<file path="config.mk">
export PLATFORM = sky130hd
export DESIGN_NAME = dram_fifo_sync
export DESIGN_NICKNAME = d
export VERILOG_FILES = /design/src/rtl/dram_fifo_sync.sv
export SDC_FILE = /design/constraint.sdc
export NUM_CORES = 1
export LEC_CHECK = 0
export BUFFER_PORTS_ARGS = -buffer_cell sky130_fd_sc_hd__buf_4
export CORE_MARGIN = 1
export CORE_UTILIZATION = 50
export CTS_CLUSTER_SIZE = 10
export DETAILED_ROUTE_END_ITERATION = 6
export GPL_TIMING_DRIVEN = 1
export PLACE_DENSITY = 0.73
export SETUP_SLACK_MARGIN = 0.02
export SYNTH_ARGS = -nofsm -noshare
export SYNTH_HDL_FRONTEND = slang
export SYNTH_SLANG_ARGS = --single-unit
</file>
<file path="constraint.sdc">
create_clock -name CLK -period 3.8 [get_ports CLK]
set_input_delay 0.19 -clock CLK [delete_from_list [all_inputs] [get_ports CLK]]
set_output_delay 0.19 -clock CLK [all_outputs]
set_load 0.01 [all_outputs]
</file>
<file path="src/rtl/dram_fifo_sync.sv">
// Single-clock FWFT FIFO over 128x1-style dual-port distributed RAM slices.
// One RAM slice per data bit; head entry is held in a registered output stage.
module dram_fifo_sync_slice #(
  parameter int AW = 7
) (
  input  logic          clk_i,
  input  logic          we_i,
  input  logic [AW-1:0] wa_i,
  input  logic [AW-1:0] ra_i,
  input  logic          d_i,
  output logic          dpo_o
);
  localparam int N = 1 << AW;

  logic [N-1:0] mem_q;

  // Storage is never reset, like the primitive it models
  always_ff @(posedge clk_i) begin
    if (we_i) begin
      mem_q[wa_i] <= d_i;
    end
  end

  assign dpo_o = mem_q[ra_i];
endmodule

module dram_fifo_sync #(
  parameter int DATA_W     = 8,
  parameter int DEPTH_LOG2 = 7,
  parameter int AFULL_LVL  = 120,
  parameter int AEMPTY_LVL = 4
) (
  input  logic                  CLK,
  input  logic                  RSTN,
  input  logic                  WR_EN,
  input  logic [DATA_W-1:0]     WR_DATA,
  output logic                  FULL,
  output logic                  ALMOST_FULL,
  input  logic                  RD_EN,
  output logic [DATA_W-1:0]     RD_DATA,
  output logic                  VALID,
  output logic                  ALMOST_EMPTY,
  output logic [DEPTH_LOG2:0]   LEVEL,
  output logic                  OVERFLOW,
  output logic                  UNDERFLOW
);
  localparam int AW = DEPTH_LOG2;
  localparam int LW = DEPTH_LOG2 + 1;
  localparam logic [LW-1:0] DEPTH_L  = LW'(1 << DEPTH_LOG2);
  localparam logic [LW-1:0] AFULL_L  = LW'(AFULL_LVL);
  localparam logic [LW-1:0] AEMPTY_L = LW'(AEMPTY_LVL);

  logic [AW-1:0]     wr_ptr_q, wr_ptr_d;
  logic [AW-1:0]     rd_ptr_q, rd_ptr_d;
  logic [LW-1:0]     level_q, level_d;
  logic              valid_q, valid_d;
  logic [DATA_W-1:0] data_q, data_d;
  logic              full_q, afull_q, aempty_q;
  logic              ovf_q, unf_q;

  logic              push, pop, load;
  logic [LW-1:0]     ram_cnt;
  logic [DATA_W-1:0] ram_dout;

  assign push = WR_EN & ~full_q;
  assign pop  = RD_EN & valid_q;

  // Entries still in RAM; same-cycle writes are deliberately not bypassed
  assign ram_cnt = level_q - {{(LW-1){1'b0}}, valid_q};
  assign load    = (~valid_q | pop) & (ram_cnt != '0);

  for (genvar b = 0; b < DATA_W; b++) begin : g_slice
    dram_fifo_sync_slice #(
      .AW(AW)
    ) u_slice (
      .clk_i (CLK),
      .we_i  (push),
      .wa_i  (wr_ptr_q),
      .ra_i  (rd_ptr_q),
      .d_i   (WR_DATA[b]),
      .dpo_o (ram_dout[b])
    );
  end

  always_comb begin
    wr_ptr_d = wr_ptr_q;
    rd_ptr_d = rd_ptr_q;
    level_d  = level_q;
    valid_d  = valid_q;
    data_d   = data_q;
    if (push) begin
      wr_ptr_d = wr_ptr_q + 1'b1;
    end
    if (load) begin
      rd_ptr_d = rd_ptr_q + 1'b1;
      data_d   = ram_dout;
      valid_d  = 1'b1;
    end else if (pop) begin
      valid_d  = 1'b0;
    end
    unique case ({push, pop})
      2'b10:   level_d = level_q + 1'b1;
      2'b01:   level_d = level_q - 1'b1;
      default: level_d = level_q;
    endcase
  end

  always_ff @(posedge CLK) begin
    if (!RSTN) begin
      wr_ptr_q <= '0;
      rd_ptr_q <= '0;
      level_q  <= '0;
      valid_q  <= 1'b0;
      data_q   <= '0;
      full_q   <= 1'b0;
      afull_q  <= 1'b0;
      aempty_q <= 1'b1;
      ovf_q    <= 1'b0;
      unf_q    <= 1'b0;
    end else begin
      wr_ptr_q <= wr_ptr_d;
      rd_ptr_q <= rd_ptr_d;
      level_q  <= level_d;
      valid_q  <= valid_d;
      data_q   <= data_d;
      full_q   <= (level_d == DEPTH_L);
      afull_q  <= (level_d >= AFULL_L);
      aempty_q <= (level_d <= AEMPTY_L);
      ovf_q    <= ovf_q | (WR_EN & full_q);
      unf_q    <= unf_q | (RD_EN & ~valid_q);
    end
  end

  assign FULL         = full_q;
  assign ALMOST_FULL  = afull_q;
  assign ALMOST_EMPTY = aempty_q;
  assign LEVEL        = level_q;
  assign VALID        = valid_q;
  assign RD_DATA      = data_q;
  assign OVERFLOW     = ovf_q;
  assign UNDERFLOW    = unf_q;
endmodule

</file>
Yosys cells after proc, flatten, opt, wreduce, memory -nomap -nowiden
Cells that the tools add are included.

word-level totals
  input bits = 12
  bits in registers = 1060
  output and inout bits = 22

cells by class
  add/sub/neg operators = 5
  muxes and demuxes = 29
  bitwise operators = 10
  magnitude comparators = 5
  reduce and logical (&&, ||, !) cells = 3
  equality and inequality tests = 3

operators by type and width
  operator                                                    count
  bitwise mux 128 bit                                         8
  binary-select mux 1 bit (select 7 bit)                      8
  less-than comparator 7 x 8 -> 1 bit, second input constant  2
  case mux 8 bit (2 select lines)                             1
  adder 7 x 1 -> 7 bit, second input constant                 2
  2-to-1 mux 1 bit                                            11
  adder 8 x 1 -> 8 bit, second input constant                 1
  equality test 8 bit, second input constant                  1
  >= comparator 8 x 7 -> 1 bit, second input constant         1
  <= comparator 8 x 3 -> 1 bit, second input constant         1
  nonzero test 8 bit                                          1
  subtractor 8 x 1 -> 8 bit                                   1
  subtractor 8 x 1 -> 8 bit, second input constant            1
  demux 1 bit (select 7 bit)                                  1
  >= comparator 7 x 1 -> 1 bit, second input constant         1
  AND 1 bit                                                   5
  OR 1 bit                                                    3
  equality test 2 x 1 -> 1 bit, second input constant         1
  equality test 2 bit, second input constant                  1
  NOT 1 bit                                                   2
  nonzero test 2 bit                                          1
  logical AND 1 bit                                           1

Longest topological paths before layout
Gate-level depths: netlist of run 1.

  word-level depth = 5
  mapped depth = 13
  depth with buffers taken out = 12

Modules after synthesis
Synthesis of run 1 repeated with hierarchy kept, for this count alone.

second synthesis, totals
  cell total of the unflattened synthesis = 3313
  area, all modules = 47299.1 µm²

modules (own cells, without submodules)
  module                area an instance (µm²)  seq. area each (µm²)  cells an instance  instances
  dram_fifo_sync_slice  5646.7                  3843.7                384                8
  dram_fifo_sync        2125.8                  720.7                 241                1

Least setup slack after synthesis of run 1
No wires, ideal clock.

  path type = reg2reg
  start = reg full_q (netlist: FULL)
  end = reg aempty_q (netlist: ALMOST_EMPTY)
  stages on the path, launching flop included = 13
  path buffers = 1
  arrival time = 2.826 ns
  library setup time = 0.087 ns
  data required time = 3.713 ns
  setup slack = 0.887 ns
  path through = dfxtp_1 nor2b_1 inv_1 ha_1 buf_2 xor2_1 ha_1 a31o_2 a22o_1 a2111oi_1 xnor2_1 nand3_1 o31ai_1

on the way
  longest elaborated chain between the ends = 5
  elaborated cells between the ends (all ways) = 6
  classes of those cells = 1 x order compare; 2 x eq/ne; 1 x mux; 2 x bitwise

RTL lines
  item                                                                 RTL line  text
  start, declared                                                      58        logic full_q, afull_q, aempty_q;
  start signal, assigned                                               126       full_q <= (level_d == DEPTH_L);
  NOT 1 bit *                                                          65        assign push = WR_EN & ~full_q;
  AND 1 bit *                                                          65
  equality test 2 x 1 -> 1 bit or equality test 2 bit (tied branches)  101       unique case ({push, pop})
  case mux 8 bit (2 select lines) *                                    101
  <= comparator 8 x 3 -> 1 bit *                                       128       aempty_q <= (level_d <= AEMPTY_L);
  end signal, assigned                                                 128
  end, declared                                                        58

Mark *: on every way between the ends. The rest lies on a longest branch, timed or not.
A chain may end at the register's enable or synchronous reset.

Worst setup path after layout of run 1
  start = reg rd_ptr_q[0]
  end = reg data_q[7] (netlist: RD_DATA[7])

on the way
  longest elaborated chain between the ends = 2

RTL lines
  item                                    RTL line  text
  start, declared                         54        logic [AW-1:0] rd_ptr_q, rd_ptr_d;
  start signal, assigned                  122       rd_ptr_q <= rd_ptr_d;
  binary-select mux 1 bit (select 7 bit)  24        assign dpo_o = mem_q[ra_i];
  2-to-1 mux 1 bit (implied by the code)  24
  end signal, assigned                    125       data_q <= data_d;
  end, declared                           57        logic [DATA_W-1:0] data_q, data_d;

No other way between the ends. The select of a mux whose other input is x is not followed.

==> results by group, run 1 <==
Timing
  – RSZ-0062 raised after global routing: false
  – Crit path time final: approximately 3.4 ns
  – Final cycle utilization of the critical path: 88.9%
  – Slew headroom: between 10% and 20%
  – Worst-margin pin slew: about 1.2 ns
  – Final Hold Viols: 0
  – Final critical-path setup slack: 0.420 ns
  – Final setup skew: 0.0288 ns
  – Slew Viols, Final: 0
  – Fmax: between 0.2 and 0.3 GHz
  – Final setup violation count: 0
  – Post-Route Setup TNS: 0 ns

Critical path
  – CP arrival: 3.91 ns
  – Data required, critical path: 4.33 ns
  – Reg2reg end: RD_DATA[7]
  – Setup crit end kind: flip-flop
  – Critical R2R Launch: rd_ptr_q[0]
  – Largest fanout on the critical path: 26
  – Setup crit start kind: flip-flop
  – Reg2Reg Depth: 7
  – CP Class: flip-flop to flip-flop
  – Worst reg-to-reg setup slack: 0.42 ns

Logic synthesis
  – Top cells by count, synth: 1,024 x edfxtp_1, 232 x mux4_2, 174 x nor2_1
  – Ys async rst share: 0%
  – Post-Synthesis Cell Area: 41,700 µm²
  – Most common cell in the netlist: edfxtp_1
  – Sequential share of the synthesized area: 75.5%
  – Synth Flop Type: edfxtp_1
  – Number of enable flip-flop cells after synthesis: 1,024
  – Unique masters post-synth: 57
  – FF+latch count, synth: 1,060
  – Synth area leaders: edfxtp_1 74%, mux4_2 13%, mux2i_1 3.1%
  – Synth warn: 0
  – Cell taking the most area after synthesis: edfxtp_1
  – Synthesized area per cell: between 15 and 20 µm²
  – Synth top area share: 73.8%
  – Mapped Nets: 2,106
  – Synth Instances: ~2,100

Detailed routing
  – DRT Pass-1 Iters: 6
  – WL per Instance: 28.0 µm
  – Vias per cell: 6.23
  – Drt drc: 0
  – Final ANT Viol Nets: 0
  – Vias post-DR: 21,500
  – Detailed Route WL: roughly 97 mm
  – Iteration-0 DRC count of the detailed router: 2,659

Place
  – # port buffers: 33
  – Placement Cell Area: ~44,000 µm²
  – Dpl ws: about 0.47 ns
  – Detailed Place HPWL: 60.2 mm
  – RD Place Congestion: slightly below 0.9

Floorplan
  – Core Footprint: 82,200 µm²
  – Full die area: 84,500 µm²
  – Row count: approximately 110
  – Die outline height: 291 µm
  – Die width: 291 µm
  – Ports: 34
  – Initial core utilization: 50.7%

Final layout
  – N_diodes: 0
  – Final Cell Area: 47,600 µm²
  – P&R area growth vs syn: 14.1%
  – Share of post-route cells with drive strength above 1: between 20% and 30%
  – Fin nets: 2,356

Clocking
  – CTS Buffer Depth: 3
  – Clock latency at the later pin of the worst-skew pair: 0.68 ns
  – Clock sink count: 1,060
  – Clk root buf: clkbuf_16
  – CTS tree: yes
  – Clk slew on worst S/H paths: 0.06 ns
  – TritonCTS buffer count: around 120
  – Post-CTS Resized: 0
  – CTS H-tree lvls: 3

GRT
  – First-pass GRT wire length: 144 mm
  – Initial antenna violation count: 3
  – Aggregate global-route resource usage: 23.3%
  – Vias in the first global route: 21,900
  – Largest net degree at the start of global routing: 113
  – Grt ovf: 0

Min path
  – Hold EP: g_slice[4].u_slice.mem_q[7]
  – Worst Hold Depth: 1
  – Hold Path Class: primary input to flip-flop
  – Min-Delay Startpoint: WR_DATA[4]

Power and ir drop
  – Maximum VDD drop: ~380 µV
  – P_leak: 15.0 nW
  – Pwr dens: ~580 nW/µm²

Job
  – MaxCap Viol Count: 0

Outcome
  – Status: complete, no violations
## sequential cells by signal (all words and copies together) (netlist names)
signal and flops:
wr_ptr_q 7, rd_ptr_q 7, g_slice.u_slice.mem_q 1024, OVERFLOW 1
ALMOST_FULL 1, ALMOST_EMPTY 1, RD_DATA 8, VALID 1
UNDERFLOW 1, LEVEL 8, FULL 1
## kinds of logic after synthesis
family	count (synthesis)	share of synthesized area (%)
compound gates	185	3.03
xor+xnor	19	0.399
fa+ha+maj	6	0.180
buf+inv	127	1.71
flops	1060	75.5
mux	364	15.7
simple gates	327	3.43
## routing by layer
layer  GRT usage (%)  share of wire, %  vias to the layer above
li1                -                 -                     9032
met1            31.5                39                    11100
met2            37.1                48                     1172
met3            5.68                10                      190
met4            8.07               3.0                        8
met5               0             0.059                        -
## worst max path at each step
| stage | from | endpoint | cells after the start |
|---|---|---|---|
| 2_1_floorplan | FULL | ALMOST_EMPTY | 12 |
| 3_3_place_gp | rd_ptr_q[0] | RD_DATA[7] | 7 |
| 3_5_place_dp | rd_ptr_q[0] | RD_DATA[7] | 7 |
| 4_1_cts | rd_ptr_q[0] | RD_DATA[7] | 7 |
| 5_1_grt | FULL | ALMOST_EMPTY | 12 |
| 6_report | rd_ptr_q[0] | RD_DATA[7] | 7 |
## cell usage in the layout, fill, tap and decap left out, types with 4 or more instances in the layout
master | netlist | final
o31ai_1 | 5 | 5
nand3_1 | 31 | 31
mux2i_1 | 129 | 129
nand2_1 | 60 | 60
nand3b_1 | 4 | 4
o21ai_0 | 17 | 17
dfxtp_1 | 36 | 32
edfxtp_1 | 1024 | 1024
buf_4 | 16 | 234
nor2_1 | 174 | 174
nor3_1 | 9 | 9
a22oi_1 | 39 | 39
clkbuf_16 | 0 | 117
buf_12 | 0 | 13
nand2b_1 | 4 | 4
dfxtp_4 | 0 | 4
ha_1 | 6 | 6
nor2b_1 | 21 | 20
xor2_1 | 8 | 8
and2_1 | 6 | 6
o211ai_1 | 4 | 4
clkbuf_1 | 51 | 44
a22o_1 | 6 | 6
a31oi_1 | 20 | 20
a211oi_1 | 7 | 7
a21oi_1 | 40 | 40
xnor2_1 | 11 | 11
inv_1 | 6 | 6
a311oi_1 | 4 | 4
mux4_2 | 232 | 232
or3_1 | 5 | 5
a2111oi_0 | 12 | 12
clkinv_1 | 2 | 4
a221oi_1 | 6 | 6
o22ai_1 | 9 | 9
## area by class of cell
type / count / area (µm²)
clock buffer: 161 / 3090
clock inverter: 8 / 77.6
fill: 5874 / 34700
inverter: 8 / 30.0
multi-input combinational: 901 / 9480
sequential: 1060 / 31500
tap: 1070 / 1340
timing repair buffer: 250 / 2050
## critical path, cell delays in order, from the launching register on
cell and delay [ns]:
dfxtp_4 0.75, buf_12 0.26, mux4_2 0.54, mux4_2 0.46
nand2_1 0.14, a21oi_1 0.16, a2111oi_0 0.74, nor3_1 0.13
## power by group
part | internal (W) | switching (W) | leakage (nW)
logic | 0.00217 | 0.00239 | 3.93
registers | 0.0129 | 0.000276 | 9.50
clock network | 0.00556 | 0.00417 | 1.53
total | 0.0207 | 0.00683 | 15.0
## per-stage QoR
step	util, %	total power, W	hold WS [ns]	cells
floorplan	-	0.0166	0.289	2088
global placement	53.9	0.0179	0.432	3286
detailed placement	53.9	0.0180	0.442	3286
CTS	57.8	0.0276	0.00598	3458
global route	57.8	0.0283	0.0422	3458
finish	57.8	0.0275	0.0258	3458
## what timing repair did
| item | in CTS | in global routing |
|---|---|---|
| endpoints found under the hold margin | 19 | 0 |
| hold buffers | 3 | 0 |
| setup buffers | 0 | 0 |
(Power assumes the default switching activity.)
==> run 2: changes to the inputs <==
HOLD_SLACK_MARGIN = 0.15   (was default)
==> results by group, run 2 (synthesis results as in run 1) <==
Critical path
  – Largest fanout on the critical path: 26 (unchanged)
  – CP Class: flip-flop to flip-flop (unchanged)
  – Setup crit start kind: flip-flop (unchanged)
  – Worst reg-to-reg setup slack: 0.38 ns (was 0.42 ns)
  – CP arrival: 3.94 ns (was 3.91 ns)
  – Setup crit end kind: flip-flop (unchanged)
  – Data required, critical path: 4.32 ns (was 4.33 ns)

Timing
  – Post-Route Setup TNS: 0 ns (unchanged)
  – Slew Viols, Final: 0 (unchanged)
  – Final cycle utilization of the critical path: 89.9% (was 88.9%)
  – Crit path time final: 3.42 ns (was 3.38 ns)
  – Final Hold Viols: 0 (unchanged)
  – RSZ-0062 raised after global routing: false (unchanged)
  – Worst-margin pin slew: 1.21 ns (was 1.23 ns)
  – Fmax: 0.293 GHz (was 0.296 GHz)
  – Final setup skew: 0.0280 ns (was 0.0288 ns)
  – Final setup violation count: 0 (unchanged)
  – Slew headroom: 19.4% (was 18.1%)
  – Min Hold Slack: 0.177 ns (was 0.0258 ns)

Final layout
  – Fin nets: 2,362 (was 2,356)
  – P&R area growth vs syn: 14.3% (was 14.1%)
  – Register area: 31,500 µm² (unchanged)
  – Share of post-route cells with drive strength above 1: 25.6% (was 25.7%)
  – Commonest non-fill, non-tap cells in the layout: 1,024 x edfxtp_1, 234 x buf_4, 232 x mux4_2, 174 x nor2_1, 129 x mux2i_1 (unchanged)
  – Filler cells: 5,871 (was 5,874)
  – Biggest register: g_slice.u_slice.mem_q (unchanged)
  – N_diodes: 0 (unchanged)
  – Final Cell Area: 47,600 µm² (about the same)
  – Most common cell after layout, fill and taps aside: edfxtp_1 (unchanged)
  – Multi-input logic area: 9480 µm² (unchanged)
  – Max reg flops: 1,024 (unchanged)

Floorplan
  – Full die area: 84,500 µm² (unchanged)
  – Ports: 34 (unchanged)
  – Core Footprint: 82,200 µm² (unchanged)
  – Initial core utilization: 50.7% (unchanged)
  – Die width: 291 µm (unchanged)
  – Die outline height: 291 µm (unchanged)
  – Row count: 105 (unchanged)

Min path
  – Hold Path Class: primary input to flip-flop (unchanged)

Power and ir drop
  – Sequential group share of total power: 48.0% (about the same)
  – Gate power share: 16.6% (about the same)
  – Pwr dens: 578 nW/µm² (about the same)
  – Sw frac: 24.9% (was 24.8%)
  – Switch Pwr: 0.00685 W (was 0.00683 W)
  – Total chip power: 0.0275 W (about the same)
  – P_leak: 15.0 nW (about the same)
  – Clock power frac: 35.4% (about the same)
  – Maximum VDD drop: 379 µV (was 382 µV)
  – Internal power: 0.0207 W (about the same)

Clocking
  – TritonCTS buffer count: 117 (unchanged)
  – CTS tree: yes (unchanged)
  – Clock latency at the later pin of the worst-skew pair: 0.68 ns (about the same)
  – Hold_buf cts: 9 (was 3)
  – CTS Buffer Depth: 3 (unchanged)
  – Clk slew on worst S/H paths: 0.06 ns (about the same)
  – CTS H-tree lvls: 3 (unchanged)
  – Clock sink count: 1,060 (unchanged)
  – Clk root buf: clkbuf_16 (unchanged)
  – Post-CTS Resized: 0 (unchanged)
  – Post-CTS Setup Repair Bufs: 0 (unchanged)

Detailed routing
  – Iteration-0 DRC count of the detailed router: 2,662 (was 2,659)
  – Drt drc: 0 (unchanged)
  – DRT Pass-1 Iters: 6 (unchanged)
  – Vias per cell: 6.20 (was 6.23)
  – WL per Instance: 28.0 µm (about the same)
  – Vias post-DR: 21,500 (about the same)
  – Detailed Route WL: 97.1 mm (was 97.0 mm)
  – Final ANT Viol Nets: 0 (unchanged)

GRT
  – Vias in the first global route: 22,000 (was 21,900)
  – Grt ovf: 0 (unchanged)
  – First-pass GRT wire length: 144 mm (about the same)
  – Initial antenna violation count: 3 (unchanged)
  – Aggregate global-route resource usage: 23.3% (unchanged)
  – Largest net degree at the start of global routing: 113 (unchanged)

Place
  – Placement Cell Area: 44,400 µm² (unchanged)
  – RD Place Congestion: 0.882 (unchanged)
  – # port buffers: 33 (unchanged)
  – Detailed Place HPWL: 60.2 mm (unchanged)

Outcome
  – Status: complete, no violations (unchanged)

Job
  – MaxCap Viol Count: 0 (unchanged)
## run 2: cell count changes in the layout (fill, tap and decap cells not counted), sizes merged
cell and delta:
dlygate4sd3 +6
## run 2: power by group through the flow
| stage | clock network, W | logic, W | registers (W) |
|---|---|---|---|
| after global placement | 0 | 0.00450 | 0.0134 |
| after global routing | 0.0103 | 0.00484 | 0.0132 |
| after floorplan | 0 | 0.00334 | 0.0133 |
| final | 0.00973 | 0.00458 | 0.0132 |
| after detailed placement | 0 | 0.00455 | 0.0134 |
| after CTS | 0.00984 | 0.00458 | 0.0132 |
## run 2: worst paths after layout
check                            startpoint                      endpoint  depth (start not counted)
worst max-delay path            rd_ptr_q[0]                    RD_DATA[7]                          6
worst min-delay path             WR_DATA[6]  g_slice[6].u_slice.mem_q[66]                          1
worst max register to register  rd_ptr_q[0]                    RD_DATA[7]                          6
worst min register to register    UNDERFLOW                     UNDERFLOW                          2
## run 2: routing by layer
metal | track usage (%) | wire length, µm | share of wire, %
met1 | 31.5 | 37300 | 38
met2 | 37.1 | 46900 | 48
met3 | 5.68 | 10100 | 10
met4 | 8.07 | 2770 | 2.9
met5 | 0 | 43 | 0.044
## run 2: per-stage QoR
step | worst slack, ns | std cells | utilization, %
6_report | 0.384 | 3464 | 57.9
3_3_place_gp | 0.458 | 3286 | 53.9
3_5_place_dp | 0.466 | 3286 | 53.9
5_1_grt | 0.302 | 3464 | 57.9
2_1_floorplan | 0.887 | 2088 | -
4_1_cts | 0.452 | 3464 | 57.9
## run 2: cell type report
type	instances	share of cell area (%)
Sequential cell	1060	66.1
Multi-Input combinational cell	901	19.9
Clock buffer	161	6.50
Timing Repair Buffer	256	4.43
Tap cell	1070	2.81
Clock inverter	8	0.163
Inverter	8	0.0631
## run 2: worst max-delay path, stage by stage (launching register included)
cell	delay (ns)
dfxtp_4	0.75
buf_12	0.30
mux4_2	0.55
mux4_2	0.50
nor2b_1	0.15
a2111oi_0	0.83
nor3_1	0.15
==> run 3: changes to the inputs <==
CORE_UTILIZATION = 55   (was 50)
PLACE_DENSITY = 0.79   (was 0.73)
==> results by group, run 3 (synthesis results as in run 1) <==
Critical path
  – Data required, critical path: 4.35 ns (was 4.32 ns)
  – Setup crit end kind: flip-flop (unchanged)
  – Slowest cell on crit path: dfxtp_4 (was a2111oi_0)
  – Setup crit start kind: flip-flop (unchanged)
  – Crit path largest cell delay: 0.79 ns (was 0.83 ns)
  – Largest fanout on the critical path: 34 (was 26)
  – Worst-path cell chain: buf_12, buf_4, mux4_2, mux2i_1, o22ai_1, a21oi_1, nand3_1, a31oi_1, nor3_1 (was buf_12, mux4_2, mux4_2, nor2b_1, a2111oi_0, nor3_1)
  – CP Class: flip-flop to flip-flop (unchanged)
  – Critical R2R Launch: rd_ptr_q[0] (unchanged)
  – Crit path from: rd_ptr_q[0] (unchanged)
  – CP arrival: 3.91 ns (was 3.94 ns)

Final layout
  – Register area: 31,500 µm² (unchanged)
  – Share of post-route cells with drive strength above 1: 25.8% (was 25.6%)
  – Most common cell after layout, fill and taps aside: edfxtp_1 (unchanged)
  – Multi-input logic area: 9480 µm² (unchanged)
  – Max reg flops: 1,024 (unchanged)
  – Commonest non-fill, non-tap cells in the layout: 1,024 x edfxtp_1, 232 x mux4_2, 232 x buf_4, 174 x nor2_1, 129 x mux2i_1 (was 1,024 x edfxtp_1, 234 x buf_4, 232 x mux4_2, 174 x nor2_1, 129 x mux2i_1)
  – Biggest register: g_slice.u_slice.mem_q (unchanged)
  – P&R area growth vs syn: 14.0% (was 14.3%)
  – Filler cells: 4,672 (was 5,871)
  – Fin nets: 2,356 (was 2,362)

Timing
  – Final cycle utilization of the critical path: 88.5% (was 89.9%)
  – Worst-margin pin slew: 1.23 ns (was 1.21 ns)
  – Slew headroom: 18.2% (was 19.4%)
  – Final setup violation count: 0 (unchanged)
  – Slew Viols, Final: 0 (unchanged)
  – Fmax: 0.297 GHz (was 0.293 GHz)
  – Final setup skew: 0.0714 ns (was 0.0280 ns)
  – Crit path time final: 3.36 ns (was 3.42 ns)
  – Final Hold Viols: 0 (unchanged)
  – Post-Route Setup TNS: 0 ns (unchanged)
  – RSZ-0062 raised after global routing: false (unchanged)

Outcome
  – Status: complete, no violations (unchanged)

Floorplan
  – Die outline height: 277 µm (was 291 µm)
  – Ports: 34 (unchanged)
  – Initial core utilization: 55.8% (was 50.7%)
  – Core Footprint: 74,700 µm² (was 82,200 µm²)
  – Row count: 100 (was 105)
  – Full die area: 76,900 µm² (was 84,500 µm²)
  – Die width: 277 µm (was 291 µm)

Clocking
  – Clock sink count: 1,060 (unchanged)
  – Clock latency at the later pin of the worst-skew pair: 0.70 ns (was 0.68 ns)
  – CTS H-tree lvls: 3 (unchanged)
  – Clk root buf: clkbuf_16 (unchanged)
  – TritonCTS buffer count: 117 (unchanged)
  – CTS tree: yes (unchanged)
  – Post-CTS Setup Repair Bufs: 0 (unchanged)
  – Hold_buf cts: 8 (was 9)
  – Post-CTS Resized: 0 (unchanged)
  – Clk slew on worst S/H paths: 0.06 ns (about the same)
  – CTS Buffer Depth: 3 (unchanged)

Power and ir drop
  – Clock power frac: 35.7% (was 35.4%)
  – Maximum VDD drop: 410 µV (was 379 µV)
  – Sw frac: 25.2% (was 24.9%)
  – Gate power share: 16.8% (was 16.6%)
  – Internal power: 0.0208 W (was 0.0207 W)
  – Total chip power: 0.0278 W (was 0.0275 W)
  – Switch Pwr: 0.00701 W (was 0.00685 W)
  – Pwr dens: 586 nW/µm² (was 578 nW/µm²)
  – Sequential group share of total power: 47.5% (was 48.0%)
  – P_leak: 15.0 nW (about the same)

Detailed routing
  – Final ANT Viol Nets: 0 (unchanged)
  – Detailed Route WL: 98.5 mm (was 97.1 mm)
  – WL per Instance: 29.4 µm (was 28.0 µm)
  – Vias post-DR: 22,000 (was 21,500)
  – DRT Pass-1 Iters: 7 (was 6)
  – Drt drc: 0 (unchanged)
  – Iteration-0 DRC count of the detailed router: 2,851 (was 2,662)
  – Vias per cell: 6.58 (was 6.20)

Place
  – # port buffers: 33 (unchanged)
  – Detailed Place HPWL: 60.2 mm (about the same)
  – RD Place Congestion: 0.898 (was 0.882)

GRT
  – Aggregate global-route resource usage: 26.0% (was 23.3%)
  – First-pass GRT wire length: 147 mm (was 144 mm)
  – Grt ovf: 0 (unchanged)
  – Largest net degree at the start of global routing: 106 (was 113)
  – Initial antenna violation count: 4 (was 3)
  – Vias in the first global route: 22,500 (was 22,000)

Min path
  – Min-Delay Startpoint: WR_DATA[7] (was WR_DATA[6])
  – Hold Path Class: primary input to flip-flop (unchanged)

Job
  – MaxCap Viol Count: 0 (unchanged)
run 3: cell types whose count changed in the layout (fill, tap and decap cells not counted), sizes merged:
cell	previous run	this run
clkbuf	161	148
buf	247	242
clkinv	5	7
bufinv	0	1
clkinvlp	1	0
diode	0	1
dlygate4sd3	9	8
inv	10	9
run 3: final cells by class:
class	count	share of cell area, %
clock buffer	148	6.48
tap	969	2.55
clock inverter	9	0.374
inverter	8	0.0632
multi-input combinational	901	20.0
timing repair buffer	250	4.26
antenna	1	0.00527
sequential	1060	66.3
run 3: path summary, 6_finish.rpt:
| kind | end | slack, ns | cells past startpoint |
|---|---|---|---|
| worst max-delay path | RD_DATA[7] | 0.44 | 9 |
| worst min-delay path | g_slice[7].u_slice.mem_q[23] | 0.19 | 1 |
| worst max register to register | RD_DATA[7] | 0.44 | 9 |
| worst min register to register | RD_DATA[5] | 0.58 | 2 |
run 3: metrics by stage:
stage	instances	setup WS, ns	cell area (µm²)	hold slack [ns]	util [%]
floorplan	2088	0.887	41700	0.289	-
global placement	3180	0.464	44200	0.431	59.1
detailed placement	3180	0.486	44200	0.442	59.1
CTS	3345	0.448	47500	0.220	63.6
global route	3345	0.219	47500	0.231	63.6
finish	3346	0.438	47500	0.189	63.6
run 3: critical path, delay by kind of cell (launching register included):
family                 cells  cell delay (ns)
buffers and inverters      2             0.60
multiplexers               2             0.76
AND/OR/NAND/NOR            2             0.35
flip-flops                 1             0.79
AO/OA/AOI/OAI              3             0.64
run 3: per-layer routing:
layer | vias up | GRT usage (%) | wire length (µm)
li1 | 9017 | - | -
met1 | 11200 | 35.3 | 35800
met2 | 1526 | 41.6 | 47700
met4 | 8 | 10.7 | 4260
met3 | 284 | 5.37 | 10600
met5 | - | 0 | 48
run 3: power by group through the flow:
stage	sequential [W]	clock [W]	combinational, W
after floorplan	0.0133	0	0.00334
after global placement	0.0135	0	0.00449
after detailed placement	0.0135	0	0.00459
after CTS	0.0132	0.0100	0.00466
after global routing	0.0132	0.0104	0.00492
final	0.0132	0.00994	0.00468
